--- src/rtl/noisy_wave_source_if.sv ---
// rtl/noisy_wave_source_if.sv - sample stream handshake between wave source and filter
interface noisy_wave_source_if;
    logic [31:0] noisy_data;
    logic        sample_valid;
    logic [15:0] sample_index;
    logic        sample_ready;

    modport master (
        output noisy_data,
        output sample_valid,
        output sample_index,
        input  sample_ready
    );

    modport slave (
        input  noisy_data,
        input  sample_valid,
        input  sample_index,
        output sample_ready
    );
endinterface

--- src/rtl/noisy_wave_source.sv ---
// rtl/noisy_wave_source.sv - triangle wave plus LFSR noise sample generator with paced handshake
module noisy_wave_source #(
    parameter logic [31:0] STEP        = 32'd1000,
    parameter int          HALF_PERIOD = 16,
    parameter int          NUM_SAMPLES = 125,
    parameter int          SAMPLE_DIV  = 4,
    parameter int          NOISE_BITS  = 8,
    parameter logic [15:0] LFSR_SEED   = 16'hACE1
) (
    input  logic                       clk,
    input  logic                       reset,
    input  logic                       start,
    input  logic                       noise_en,
    noisy_wave_source_if.master        bus,
    output logic                       busy,
    output logic                       done
);

    localparam int             PERIOD     = 2 * HALF_PERIOD;
    localparam int             PW         = $clog2(PERIOD);
    localparam int             CW         = (SAMPLE_DIV > 2) ? $clog2(SAMPLE_DIV) : 1;
    localparam logic [CW-1:0]  GAP_LOAD   = CW'((SAMPLE_DIV > 1) ? SAMPLE_DIV - 2 : 0);
    localparam logic [PW-1:0]  PHASE_LAST = PW'(PERIOD - 1);
    localparam logic [15:0]    LAST_INDEX = 16'(NUM_SAMPLES - 1);
    localparam logic [15:0]    NOISE_MASK = 16'((32'd1 << NOISE_BITS) - 32'd1);

    typedef enum logic [1:0] {IDLE, PRESENT, GAP, FINISH} state_t;

    state_t         state;
    state_t         state_next;
    logic [15:0]    lfsr;
    logic [PW-1:0]  phase;
    logic [CW-1:0]  gap_cnt;
    logic [31:0]    data_r;
    logic [15:0]    index_r;
    logic [15:0]    lfsr_step;
    logic [PW-1:0]  phase_step;
    logic           transfer;
    logic           last_sample;

    // Triangle value for a phase plus optional low LFSR bits; arithmetic wraps mod 2^32.
    function automatic logic [31:0] form_sample(input logic [PW-1:0] ph,
                                                input logic [15:0] l,
                                                input logic ne);
        logic [31:0] tri_v;
        logic [31:0] noise;
        if (32'(ph) < 32'(HALF_PERIOD))
            tri_v = 32'(ph) * STEP;
        else
            tri_v = (32'(PERIOD) - 32'(ph)) * STEP;
        noise = ne ? 32'(l & NOISE_MASK) : 32'd0;
        return tri_v + noise;
    endfunction

    assign lfsr_step   = {lfsr[14:0], lfsr[15] ^ lfsr[13] ^ lfsr[12] ^ lfsr[10]};
    assign phase_step  = (phase == PHASE_LAST) ? '0 : phase + PW'(1);
    assign transfer    = (state == PRESENT) && bus.sample_ready;
    assign last_sample = (index_r == LAST_INDEX);

    assign bus.noisy_data   = data_r;
    assign bus.sample_index = index_r;

    // State register.
    always_ff @(posedge clk or negedge reset) begin
        if (!reset)
            state <= IDLE;
        else
            state <= state_next;
    end

    // Next-state decode and status outputs.
    always_comb begin
        state_next       = state;
        bus.sample_valid = 1'b0;
        busy             = (state != IDLE);
        done             = 1'b0;
        case (state)
            IDLE: begin
                if (start)
                    state_next = PRESENT;
            end
            PRESENT: begin
                bus.sample_valid = 1'b1;
                if (bus.sample_ready) begin
                    if (last_sample)
                        state_next = FINISH;
                    else if (SAMPLE_DIV == 1)
                        state_next = PRESENT;
                    else
                        state_next = GAP;
                end
            end
            GAP: begin
                if (gap_cnt == '0)
                    state_next = PRESENT;
            end
            FINISH: begin
                done       = 1'b1;
                state_next = IDLE;
            end
            default: state_next = IDLE;
        endcase
    end

    // Sample datapath: LFSR, phase, index and the held sample advance only on start or transfer.
    always_ff @(posedge clk or negedge reset) begin
        if (!reset) begin
            lfsr    <= LFSR_SEED;
            phase   <= '0;
            gap_cnt <= '0;
            data_r  <= '0;
            index_r <= '0;
        end else begin
            case (state)
                IDLE: begin
                    if (start) begin
                        lfsr    <= LFSR_SEED;
                        phase   <= '0;
                        index_r <= '0;
                        data_r  <= form_sample('0, LFSR_SEED, noise_en);
                    end
                end
                PRESENT: begin
                    if (transfer && !last_sample) begin
                        lfsr    <= lfsr_step;
                        phase   <= phase_step;
                        index_r <= index_r + 16'd1;
                        data_r  <= form_sample(phase_step, lfsr_step, noise_en);
                        gap_cnt <= GAP_LOAD;
                    end
                end
                GAP: begin
                    if (gap_cnt != '0)
                        gap_cnt <= gap_cnt - CW'(1);
                end
                default: ;
            endcase
        end
    end

endmodule

--- src/flat_wrapper.sv ---
// flat-port wrapper written by rule: the top's interface ports become plain ports
module noisy_wave_source_flat 
#(
    parameter logic [31:0] STEP        = 32'd1000,
    parameter int          HALF_PERIOD = 16,
    parameter int          NUM_SAMPLES = 125,
    parameter int          SAMPLE_DIV  = 4,
    parameter int          NOISE_BITS  = 8,
    parameter logic [15:0] LFSR_SEED   = 16'hACE1
)
  (clk, reset, start, noise_en, busy, done, bus_noisy_data, bus_sample_valid, bus_sample_index, bus_sample_ready);
  noisy_wave_source_if bus_i ();
  input  logic clk;
  input  logic reset;
  input  logic start;
  input  logic noise_en;
  output logic busy;
  output logic done;
  output wire logic [$bits(bus_i.noisy_data)-1:0] bus_noisy_data;
  output wire logic [$bits(bus_i.sample_valid)-1:0] bus_sample_valid;
  output wire logic [$bits(bus_i.sample_index)-1:0] bus_sample_index;
  input wire logic [$bits(bus_i.sample_ready)-1:0] bus_sample_ready;
  assign bus_noisy_data = bus_i.noisy_data;
  assign bus_sample_valid = bus_i.sample_valid;
  assign bus_sample_index = bus_i.sample_index;
  assign bus_i.sample_ready = bus_sample_ready;
  noisy_wave_source #(.STEP(STEP), .HALF_PERIOD(HALF_PERIOD), .NUM_SAMPLES(NUM_SAMPLES), .SAMPLE_DIV(SAMPLE_DIV), .NOISE_BITS(NOISE_BITS), .LFSR_SEED(LFSR_SEED)) u_core (.clk(clk), .reset(reset), .start(start), .noise_en(noise_en), .bus(bus_i), .busy(busy), .done(done));
endmodule
--- config.mk ---
export PLATFORM = sky130hd
export DESIGN_NAME = noisy_wave_source_flat
export DESIGN_NICKNAME = d
export VERILOG_FILES = /design/src/rtl/noisy_wave_source_if.sv /design/src/rtl/noisy_wave_source.sv /design/src/flat_wrapper.sv
export SDC_FILE = /design/constraint.sdc
export NUM_CORES = 1
export LEC_CHECK = 0
export ABC_AREA = 1
export CELL_PAD_IN_SITES_DETAIL_PLACEMENT = 1
export CELL_PAD_IN_SITES_GLOBAL_PLACEMENT = 1
export CORE_UTILIZATION = 47
export CTS_BUF_LIST = sky130_fd_sc_hd__clkbuf_4 sky130_fd_sc_hd__clkbuf_8 sky130_fd_sc_hd__clkbuf_16
export DETAILED_ROUTE_END_ITERATION = 12
export PLACE_DENSITY_LB_ADDON = 0.1
export SLEW_MARGIN = 20
export SYNTH_ARGS = -nofsm -noshare
export SYNTH_HDL_FRONTEND = slang
export SYNTH_SLANG_ARGS = --single-unit
--- constraint.sdc ---
create_clock -name clk -period 8.7 [get_ports clk]
set_input_delay 1.74 -clock clk [delete_from_list [all_inputs] [get_ports clk]]
set_output_delay 1.74 -clock clk [all_outputs]
set_load 0.01 [all_outputs]
### Word level (Yosys, flattened, before mapping)

Index checks and enable logic that the tools add are counted.

* eq/ne operators: 10
* multiply operators: 2
* add/subtract/negate cells: 6
* reduce and logical (&&, ||, !) cells: 12
* magnitude comparators: 1
* bitwise operators: 3
* muxes and demuxes: 30

Operators with widths (number)
* 32-bit 2-to-1 mux: 7
* 32-bit adder: 2
* 16-bit 2-to-1 mux: 4
* 16-bit case mux with 2 select lines: 2
* 32-bit case mux with 2 select lines: 1
* 32-bit by 7-bit multiplier with 29-bit output (second input constant): 1
* 16-bit by 1-bit adder with 16-bit output (second input constant): 1
* 16-bit by 7-bit equality test with 1-bit output (second input constant): 1
* 8-bit 2-to-1 mux: 2
* 5-bit 2-to-1 mux: 3
* 5-bit by 7-bit multiplier with 12-bit output (second input constant): 1
* 2-bit 2-to-1 mux: 5
* 5-bit case mux with 2 select lines: 1
* 3-bit AND reduction: 3
* 2-bit case mux with 4 select lines: 1
* 2-bit nonzero test: 4
* 6-bit by 5-bit subtractor with 7-bit output (first input constant): 1
* 2-bit != test (second input constant): 3
* 5-bit by 1-bit adder with 5-bit output (second input constant): 1
* 5-bit equality test (second input constant): 1
* 5-bit less-than comparator (second input constant): 1
* 2-bit equality test (second input constant): 2
* 2-bit zero test: 2
* 2-bit by 1-bit != test with 1-bit output (second input constant): 2
* other kinds (7): 12

* word-level logic and storage cells: 70
* register bits: 73
* input port bits: 5
* output and inout bits: 51

### Logic depth before layout (Yosys ltp)

Gate-level depths: netlist of run 1.

* word-level depth: 10
* mapped depth: 31

### Least setup slack after synthesis of run 1

Ideal clock, no wire load.

* kind: register -> register
* start point: register u_core.phase[0]
* end point: register u_core.data_r[16] (netlist: u_core.bus.noisy_data[16])
* path buffers: 0
* clock period less this slack: 5413 ps
* data required time: 8583 ps
* stages on the path, launching flop included: 30
* arrival: 5295 ps
* library setup time: 117 ps
* path slack: 3287 ps
* cells stage by stage: dfrtp_1 > ha_1 > nand2_1 > nor2_1 > ha_1 > inv_1 > nand2_1 > nor2_1 > inv_1 > ha_1 > nand2_1 > xor2_1 > inv_1 > ha_1 > fa_1 > fa_1 > ha_1 > ha_1 > nand2_2 > inv_1 > nand2_1 > nand2_1 > nand2_1 > nand3_1 > nand2_1 > nand3_1 > nor2_1 > nand4_1 > nand3_1 > nand2_1

* longest elaborated chain between the ends: 10
* elaborated cells on any way between the ends: 13
* those cells by class: add/sub: 3; mul: 2; order compare: 1; eq/ne: 1; mux: 6

Ends and longest elaborated chain
* start: declaration: RTL line noisy_wave_source.sv:32 `logic [PW-1:0] phase;`
* start signal: assignment: RTL line noisy_wave_source.sv:126 `phase <= phase_step;`
* 5-bit by 1-bit adder with 5-bit output or 5-bit equality test (tied branches): RTL line noisy_wave_source.sv:56 `assign phase_step = (phase == PHASE_LAST) ? '0 : phase + PW'(1);`
* 5-bit 2-to-1 mux (*): RTL line noisy_wave_source.sv:56
* 6-bit by 5-bit subtractor with 7-bit output: RTL line noisy_wave_source.sv:50 `tri_v = (32'(PERIOD) - 32'(ph)) * STEP;`
* 32-bit by 7-bit multiplier with 29-bit output: RTL line noisy_wave_source.sv:50
* 32-bit 2-to-1 mux (*): RTL line noisy_wave_source.sv:47 `if (32'(ph) < 32'(HALF_PERIOD))`
* 32-bit 2-to-1 mux (*): RTL line noisy_wave_source.sv:124 `if (transfer && !last_sample) begin`
* 32-bit 2-to-1 mux (*): RTL line noisy_wave_source.sv:114 `case (state)`
* 32-bit adder (*): RTL line noisy_wave_source.sv:52 `return tri_v + noise;`
* 32-bit 2-to-1 mux (*): RTL line noisy_wave_source.sv:124
* 32-bit case mux with 2 select lines (*): RTL line noisy_wave_source.sv:114
* end signal: assignment: RTL line noisy_wave_source.sv:120 `data_r <= form_sample('0, LFSR_SEED, noise_en);`
* end signal: assignment: RTL line noisy_wave_source.sv:128 `data_r <= form_sample(phase_step, lfsr_step, noise_en);`
* end: declaration: RTL line noisy_wave_source.sv:34 `logic [31:0] data_r;`

Mark *: on every way between the ends. The rest lies on a longest branch, timed or not. The select of a mux whose other input is x is not followed.
A chain may end at the register's enable or synchronous reset.

### Worst setup path in the final report of run 1

* start point: register u_core.phase[0]
* end point: register u_core.data_r[17] (netlist: u_core.bus.noisy_data[17])

Same word-level chain as after synthesis.

==> flow_metrics.py, run 1 <==
metrics = {
    "status": {
        "failed_checks": "DRC",
        "status": "complete, but fails checks",
    },
    "timing": {
        "fin_tns_setup_ps": 0,
        "finalSetupViolCount": 0,
        "rsz0062_at_grt": "no",
        "timing.fmax_ghz": 0.164,
        "clock_skew_ps": 6.59,
        "finalCriticalPeriod_ps": 6080,
        "worstMarginPinSlew_ps": 865,
        "post-route-period-util_pct": 69.9,
        "hold_violations": 0,
        "drv_slew": 0,
        "slew_headroom_pct": 42.4,
    },
    "floorplanning": {
        "rows": 39,
        "die_w_microns": 112,
        "pin_count": 56,
        "die_area_sq_um": 12600,
        "coreArea_sq_um": 11600,
        "initial_core_util_pct": 49.0,
        "die_h_microns": 112,
    },
    "global_routing": {
        "grt_pass1_vias": 5422,
        "grt_max_degree": 61,
        "antenna_found_initial": 0,
        "globalRouteOverflowTotal": 0,
        "grt_pass1_wl_microns": 26300,
        "track_usage_pct": 26.3,
    },
    "finish": {
        "layout-drive-gt1-share_pct": 7.92,
        "area.growth.synth_to_final_pct": 13.9,
        "final_nets": 898,
        "n_antenna_cell": 0,
    },
    "setup_path": {
        "critPathMaxFanout": 9,
        "crit_top_cell": "nand2_1",
        "path_delay_family": "adder cells",
        "crit_arrival_ps": 6310,
        "crit_required_ps": 8930,
        "critPathLaunchType": "flop",
        "cp_slowest_stage_delay_ps": 600,
        "critPathSlowestCell": "nor2_1",
        "cp-end-kind": "flop",
        "crit_buf_inv": 4,
        "path_class": "flop to flop",
    },
    "synthesis": {
        "synth_area_leader_cell": "dfrtp_1",
        "yosys_warnings": 0,
        "synth-seq-cells": 60,
        "synthFlopType": "dfrtp_1",
        "yosysMostFrequentCell": "nand2_1",
        "synth_edf_count": 0,
        "async_flop_share_pct": 100,
        "yosysTopAreaCellShare_pct": 22.9,
        "synth_common_cells": "190 x nand2_1, 134 x inv_1, 70 x ha_1, 54 x nand3_1, 52 x dfrtp_1",
        "synthDistinctLibCells": 45,
        "synth_area_sq_um": 5690,
        "synth_area_leaders": "dfrtp_1 23%, ha_1 15%, nand2_1 13%, inv_1 8.8%, fa_1 7.0%",
        "ys_seq_area_share_pct": 26.6,
        "syn_inst": 763,
        "synth.avg_cell_area_sq_um": 7.46,
    },
    "clock_network": {
        "clockBufferDepth": 2,
        "cts_setup_buffers": 0,
        "clock_sinks": 60,
        "clkSlewWorstSetupHoldPaths_ps": 50,
        "clock_latency_ps": 340,
        "cts_made_buffers": 9,
        "cts_tree": "yes",
        "cts_resized": 0,
        "root_buffer": "clkbuf_16",
        "cts_hold_buf": 0,
        "htreeDepth": 3,
    },
    "placement": {
        "place_congestion": 0.859,
        "io_buffers": 42,
        "dp_hpwl_microns": 12000,
    },
    "job": {
        "maxCapViolCount": 0,
    },
    "min_path": {
        "min-delay-path-class": "flop to flop",
    },
    "routing": {
        "wl_microns": 15400,
        "vias_per_cell": 5.28,
        "drc": 3,
        "dr.pass1.iters": 8,
        "drtIter0Drc": 226,
        "wl_per_cell_microns": 16.2,
        "final_antenna_net_count": 0,
        "vias": 5026,
    },
}
## registers in the layout, indices dropped and copies added, names as in the netlist
name                     flops
u_core.bus.noisy_data       19
u_core.state                 2
u_core.bus.sample_index     16
u_core.gap_cnt               2
u_core.phase                 5
u_core.lfsr                 16
## path summary, 6_finish.rpt
check | depth (start not counted) | startpoint | slack [ps] | endpoint
max | 30 | u_core.phase[0]$_DFFE_PN0P_ | 2620 | u_core.bus.noisy_data[17]$_DFFE_PN0P_
min | 2 | u_core.lfsr[7]$_DFFE_PN1P_ | 470 | u_core.lfsr[7]$_DFFE_PN1P_
max reg2reg | 30 | u_core.phase[0]$_DFFE_PN0P_ | 2620 | u_core.bus.noisy_data[17]$_DFFE_PN0P_
min reg2reg | 2 | u_core.lfsr[7]$_DFFE_PN1P_ | 470 | u_core.lfsr[7]$_DFFE_PN1P_
max in group asynchronous | 2 | reset | 6600 | u_core.bus.noisy_data[18]$_DFFE_PN0P_
min in group asynchronous | 2 | reset | 1560 | u_core.gap_cnt[1]$_DFFE_PN0P_
## cells by family (layout without fill, tap and decap cells)
family | count (synthesis) | count (layout) | synth area share, %
other cells | 1 | 13 | 0.0659
xor+xnor | 15 | 15 | 2.31
buf+inv | 168 | 201 | 12.7
flops | 60 | 60 | 26.6
fa+ha+maj | 90 | 90 | 22.4
simple gates | 341 | 341 | 26.9
mux | 1 | 1 | 0.176
compound gates | 87 | 87 | 8.88
## routing by layer
layer | up-vias | global-route usage [%] | routed length [microns]
met1 | 2472 | 33.4 | 7030
met4 | 0 | 4.62 | 144
met5 | - | 0 | 0
met2 | 64 | 46.9 | 7780
met3 | 15 | 5.08 | 482
li1 | 2475 | - | -
## stage by stage
step | setup WS (ps) | utilization, % | std cells | hold slack, ps | cell area (sq um)
after floorplan | 3290 | - | 775 | 442 | 5740
after global placement | 2880 | 53.0 | 935 | 454 | 6150
after detailed placement | 2580 | 53.0 | 935 | 466 | 6150
final | 2620 | 55.8 | 951 | 467 | 6480
after CTS | 2570 | 55.8 | 951 | 468 | 6480
after global routing | 2030 | 55.8 | 951 | 488 | 6480
## area by class of cell
cell class	count	area [sq um]
multi-input combinational	547	3500
timing repair buffer	43	423
clock inverter	4	72.6
inverter	142	533
clock buffer	12	260
tap	143	179
fill	1471	5130
sequential	60	1510
## worst min-delay path, stage by stage, from the launching register on
cell and delay (ps):
dfstp_2 370, nand2_1 50, nand2_1 40
## placed cells by master, fill, tap and decap left out, types with 4 or more instances in the layout
master and instances:
nand2_2 11, fa_1 20, nand3b_1 4, xor2_1 12
inv_2 8, o21ai_0 32, inv_1 134, nand2_1 190
o22ai_1 5, dfrtp_1 52, a21oi_1 25, ha_1 70
dfstp_2 8, o31ai_1 6, nand3_1 54, nand4_1 11
conb_1 13, clkbuf_16 9, nor3_1 5, clkdlybuf4s50_1 41
a31oi_1 6, nor2_1 47, o21ai_1 4
Power of run 1 is left out: the tool's default activity adds up to more than one toggle a clock period on the data nets, which glitch-free logic cannot reach.
==> run 2: changes to the inputs <==
Settings changed: CORE_UTILIZATION 47 to 43.
Clock period 8.7 ns to 6.2 ns, I/O delays scaled along.
==> flow_metrics.py, run 2 (synthesized netlist as in run 1, its figures left out) <==
metrics = {
    "min_path": {
        "min-delay-path-class": "flop to flop",
        "whs_endpoint": "u_core.lfsr[15]$_DFFE_PN1P_",
        "worstHoldStart": "u_core.lfsr[14]$_DFFE_PN0P_",
        "hold_depth": 2,
    },
    "timing": {
        "slew_headroom_pct": 46.5,
        "finalSetupViolCount": 0,
        "worstMarginPinSlew_ps": 803,
        "timing.fmax_ghz": 0.174,
        "post-route-period-util_pct": 92.6,
        "finalCriticalPeriod_ps": 5740,
        "clock_skew_ps": 13.1,
        "hold_violations": 0,
        "drv_slew": 0,
    },
    "clock_network": {
        "cts_setup_buffers": 0,
        "clock_sinks": 60,
        "cts_made_buffers": 9,
        "clkSlewWorstSetupHoldPaths_ps": 60,
        "cts_resized": 0,
        "cts_hold_buf": 0,
        "htreeDepth": 3,
        "root_buffer": "clkbuf_16",
        "cts_tree": "yes",
        "clock_latency_ps": 350,
        "clockBufferDepth": 2,
    },
    "status": {
        "status": "complete, no violations",
    },
    "global_routing": {
        "grt_pass1_wl_microns": 27100,
        "grt_pass1_vias": 5532,
        "globalRouteOverflowTotal": 0,
        "grt_max_degree": 61,
        "antenna_found_initial": 0,
        "track_usage_pct": 26.1,
    },
    "finish": {
        "largest_reg_flops": 19,
        "final_nets": 901,
        "n_antenna_cell": 0,
        "postLayoutCoreUtil_pct": 51.3,
        "final_cell_mix": "189 x nand2_1, 134 x inv_1, 70 x ha_1",
        "fill_cells": 1598,
        "fin_cells": 983,
        "layout-drive-gt1-share_pct": 8.63,
        "final_common_cell": "nand2_1",
        "area.growth.synth_to_final_pct": 15.1,
    },
    "setup_path": {
        "crit_arrival_ps": 6010,
        "rr_endpoint": "u_core.bus.noisy_data[14]$_DFFE_PN0P_",
        "reg2reg_depth": 29,
        "critPathLaunchType": "flop",
        "path_delay_family": "adder cells",
        "reg2reg_slack_ps": 460,
        "crit_top_cell": "nand2_1",
        "cp-end-kind": "flop",
        "timing.rr.start": "u_core.phase[0]$_DFFE_PN0P_",
        "crit_buf_inv": 4,
        "cp_slowest_stage_delay_ps": 570,
        "crit_required_ps": 6460,
        "critPathMaxFanout": 9,
        "critPathSlowestCell": "fa_1",
        "path_class": "flop to flop",
    },
    "floorplanning": {
        "coreArea_sq_um": 12800,
        "pin_count": 56,
        "rows": 41,
        "initial_core_util_pct": 44.5,
        "die_h_microns": 117,
        "die_area_sq_um": 13700,
        "die_w_microns": 117,
    },
    "routing": {
        "vias_per_cell": 5.15,
        "wl_microns": 15900,
        "vias": 5064,
        "drtIter0Drc": 193,
        "wl_per_cell_microns": 16.2,
        "drc": 0,
        "dr.pass1.iters": 4,
        "final_antenna_net_count": 0,
    },
    "placement": {
        "io_buffers": 42,
        "place_congestion": 0.867,
        "dp_hpwl_microns": 12300,
        "dp_cells": 967,
    },
    "job": {
        "maxCapViolCount": 0,
    },
}
[run 2: worst max-delay path by stage]
stage	start	end	slack, ps	cells after the start
4_1_cts	u_core.phase[0]$_DFFE_PN0P_	u_core.bus.noisy_data[14]$_DFFE_PN0P_	260	28
5_1_grt	u_core.phase[0]$_DFFE_PN0P_	u_core.bus.noisy_data[16]$_DFFE_PN0P_	-20	30
2_1_floorplan	u_core.phase[0]$_DFFE_PN0P_	u_core.bus.noisy_data[16]$_DFFE_PN0P_	790	29
6_report	u_core.phase[0]$_DFFE_PN0P_	u_core.bus.noisy_data[14]$_DFFE_PN0P_	460	29
3_5_place_dp	u_core.phase[0]$_DFFE_PN0P_	u_core.bus.noisy_data[14]$_DFFE_PN0P_	290	28
3_3_place_gp	u_core.phase[0]$_DFFE_PN0P_	u_core.bus.noisy_data[16]$_DFFE_PN0P_	660	27
[run 2: per-stage QoR]
stage	setup slack, ps	TNS, ps	hold slack, ps	instance area (sq um)
final	457	0	478	6550
after global routing	-16.5	-24.3	499	6550
after CTS	264	0	479	6530
after detailed placement	287	0	464	6210
after global placement	661	0	453	6210
after floorplan	787	0	442	5740
[run 2: layout make-up]
class / count / area (sq um) / area share [%]
tap: 172 / 215 / 3.28
clock buffer: 10 / 239 / 3.65
multi-input combinational: 547 / 3520 / 53.7
inverter: 142 / 533 / 8.14
sequential: 60 / 1510 / 23.1
clock inverter: 6 / 86.3 / 1.32
timing repair buffer: 46 / 445 / 6.80
[run 2: worst reg2reg max path, delay by kind of cell, from the launching register on]
kind            cells  cell delay (ps)
xor+xnor            1              240
simple gates       14             1360
flops               1              410
fa+ha+maj           8             2750
buf+inv             4              600
compound gates      2              300
[run 2: layer usage]
| layer | up-vias | track usage, % | part of all wire (%) |
|---|---|---|---|
| li1 | 2480 | - | - |
| met1 | 2495 | 33.4 | 47 |
| met2 | 69 | 45.4 | 49 |
| met3 | 20 | 4.22 | 2.2 |
| met4 | 0 | 7.43 | 1.5 |
| met5 | - | 0 | 0 |
Power of run 2 is left out for the same reason.
==> run 3: changes to the inputs <==
--- a/config.mk
+++ b/config.mk
@@ -13,2 +13,3 @@
 export DETAILED_ROUTE_END_ITERATION = 12
+export GPL_TIMING_DRIVEN = 0
 export PLACE_DENSITY_LB_ADDON = 0.1
==> constraint.sdc (replaced) <==
create_clock -name clk -period 6.2 [get_ports clk]
set_input_delay 0.93 -clock clk [delete_from_list [all_inputs] [get_ports clk]]
set_output_delay 0.93 -clock clk [all_outputs]
set_load 0.01 [all_outputs]
==> flow_metrics.py, run 3 (synthesized netlist as in run 1, its figures left out) <==
metrics = {
    "finish": {
        "final_common_cell": "nand2_1",
        "final_nets": 930,
        "area.growth.synth_to_final_pct": 19.9,
        "largest_reg_flops": 19,
        "fin_cells": 1012,
        "final_cell_mix": "189 x nand2_1, 133 x inv_1, 69 x ha_1",
        "layout-drive-gt1-share_pct": 12.1,
        "fin_area_sq_um": 6830,
        "n_antenna_cell": 0,
    },
    "min_path": {
        "min-delay-path-class": "input pin to async pin",
    },
    "timing": {
        "post-route-period-util_pct": 94.0,
        "slew_headroom_pct": 59.5,
        "drv_slew": 0,
        "clock_skew_ps": 4.63,
        "finalSetupViolCount": 0,
        "timing.fmax_ghz": 0.172,
        "hold_violations": 0,
        "worstMarginPinSlew_ps": 608,
        "finalCriticalPeriod_ps": 5830,
    },
    "floorplanning": {
        "initial_core_util_pct": 44.5,
        "die_h_microns": 117,
        "coreArea_sq_um": 12800,
        "die_w_microns": 117,
        "rows": 41,
        "pin_count": 56,
        "die_area_sq_um": 13700,
    },
    "status": {
        "status": "complete, no violations",
    },
    "placement": {
        "dp_cells": 990,
        "io_buffers": 42,
        "dp_hpwl_microns": 13000,
        "placed_cell_area_sq_um": 6400,
        "place_congestion": 0.869,
    },
    "routing": {
        "dr.pass1.iters": 4,
        "wl_microns": 16500,
        "wl_per_cell_microns": 16.3,
        "drc": 0,
        "drtIter0Drc": 186,
        "vias": 5252,
        "vias_per_cell": 5.19,
        "final_antenna_net_count": 0,
    },
    "global_routing": {
        "globalRouteOverflowTotal": 0,
        "antenna_found_initial": 0,
        "grt_pass1_vias": 5471,
        "grt_pass1_wl_microns": 26700,
        "track_usage_pct": 25.7,
        "grt_max_degree": 54,
    },
    "setup_path": {
        "cp-end-kind": "flop",
        "cp_slowest_stage_delay_ps": 530,
        "crit_top_cell": "nand2_1",
        "critPathSlowestCell": "fa_1",
        "critPathLaunchType": "flop",
        "crit_arrival_ps": 6100,
        "critPathMaxFanout": 9,
        "crit_required_ps": 6470,
        "path_class": "flop to flop",
    },
    "clock_network": {
        "clkSlewWorstSetupHoldPaths_ps": 60,
        "root_buffer": "clkbuf_16",
        "cts_tree": "yes",
        "clock_latency_ps": 330,
        "cts_hold_buf": 0,
        "cts_made_buffers": 9,
        "clock_sinks": 60,
        "htreeDepth": 3,
        "clockBufferDepth": 2,
    },
    "job": {
        "maxCapViolCount": 0,
    },
}
==> run 3: layout make-up <==
| class | instances | area (sq um) |
|---|---|---|
| plain buffers | 26 | 188 |
| clock buffers | 11 | 246 |
| clock inverters | 5 | 83.8 |
| fillers | 1606 | 5950 |
| inverters | 142 | 537 |
| multi-input cells | 547 | 3550 |
| flip-flops and latches | 60 | 1510 |
| well taps | 172 | 215 |
| repair buffers | 49 | 490 |
==> run 3: timing repair <==
item / in CTS / in global routing
pin swaps: 0 / 3
resized for setup: 3 / 10
buffers inserted: 0 / 6
endpoints found under the setup margin: 7 / 7
==> run 3: critical path: cells and delay by family, from the launching register on <==
family        cells  cell delay (ps)
fa+ha+maj         7             2670
simple gates     18             1920
buf+inv           5              460
flops             1              450
xor+xnor          1              260
==> run 3: metrics by stage <==
| stage | setup WS (ps) | util [%] | hold WS, ps | setup TNS, ps |
|---|---|---|---|---|
| floorplan | 787 | - | 442 | 0 |
| global placement | -117 | 49.9 | 454 | -438 |
| detailed placement | -320 | 50.1 | 459 | -1580 |
| CTS | 95.5 | 52.7 | 424 | 0 |
| global route | -86.6 | 53.4 | 435 | -236 |
| finish | 372 | 53.4 | 441 | 0 |
==> run 3: final timing paths <==
check,depth (start not counted),slack [ps],start,to
setup / recovery,31,370,u_core.phase[0]$_DFFE_PN0P_,u_core.bus.noisy_data[17]$_DFFE_PN0P_
hold / removal,1,440,reset,u_core.bus.noisy_data[17]$_DFFE_PN0P_
setup reg to reg,31,370,u_core.phase[0]$_DFFE_PN0P_,u_core.bus.noisy_data[17]$_DFFE_PN0P_
hold reg to reg,2,460,u_core.lfsr[7]$_DFFE_PN1P_,u_core.lfsr[7]$_DFFE_PN1P_
max in group asynchronous,2,5190,reset,u_core.lfsr[11]$_DFFE_PN1P_
min in group clk,2,460,u_core.lfsr[7]$_DFFE_PN1P_,u_core.lfsr[7]$_DFFE_PN1P_
==> run 3: routing by layer <==
metal	up-vias	track usage, %	part of all wire [%]
met5	-	0	0
li1	2540	-	-
met2	95	44.6	49
met4	0	6.58	1.3
met1	2603	33.5	46
met3	14	3.86	3.3
Power of run 3 is left out for the same reason.
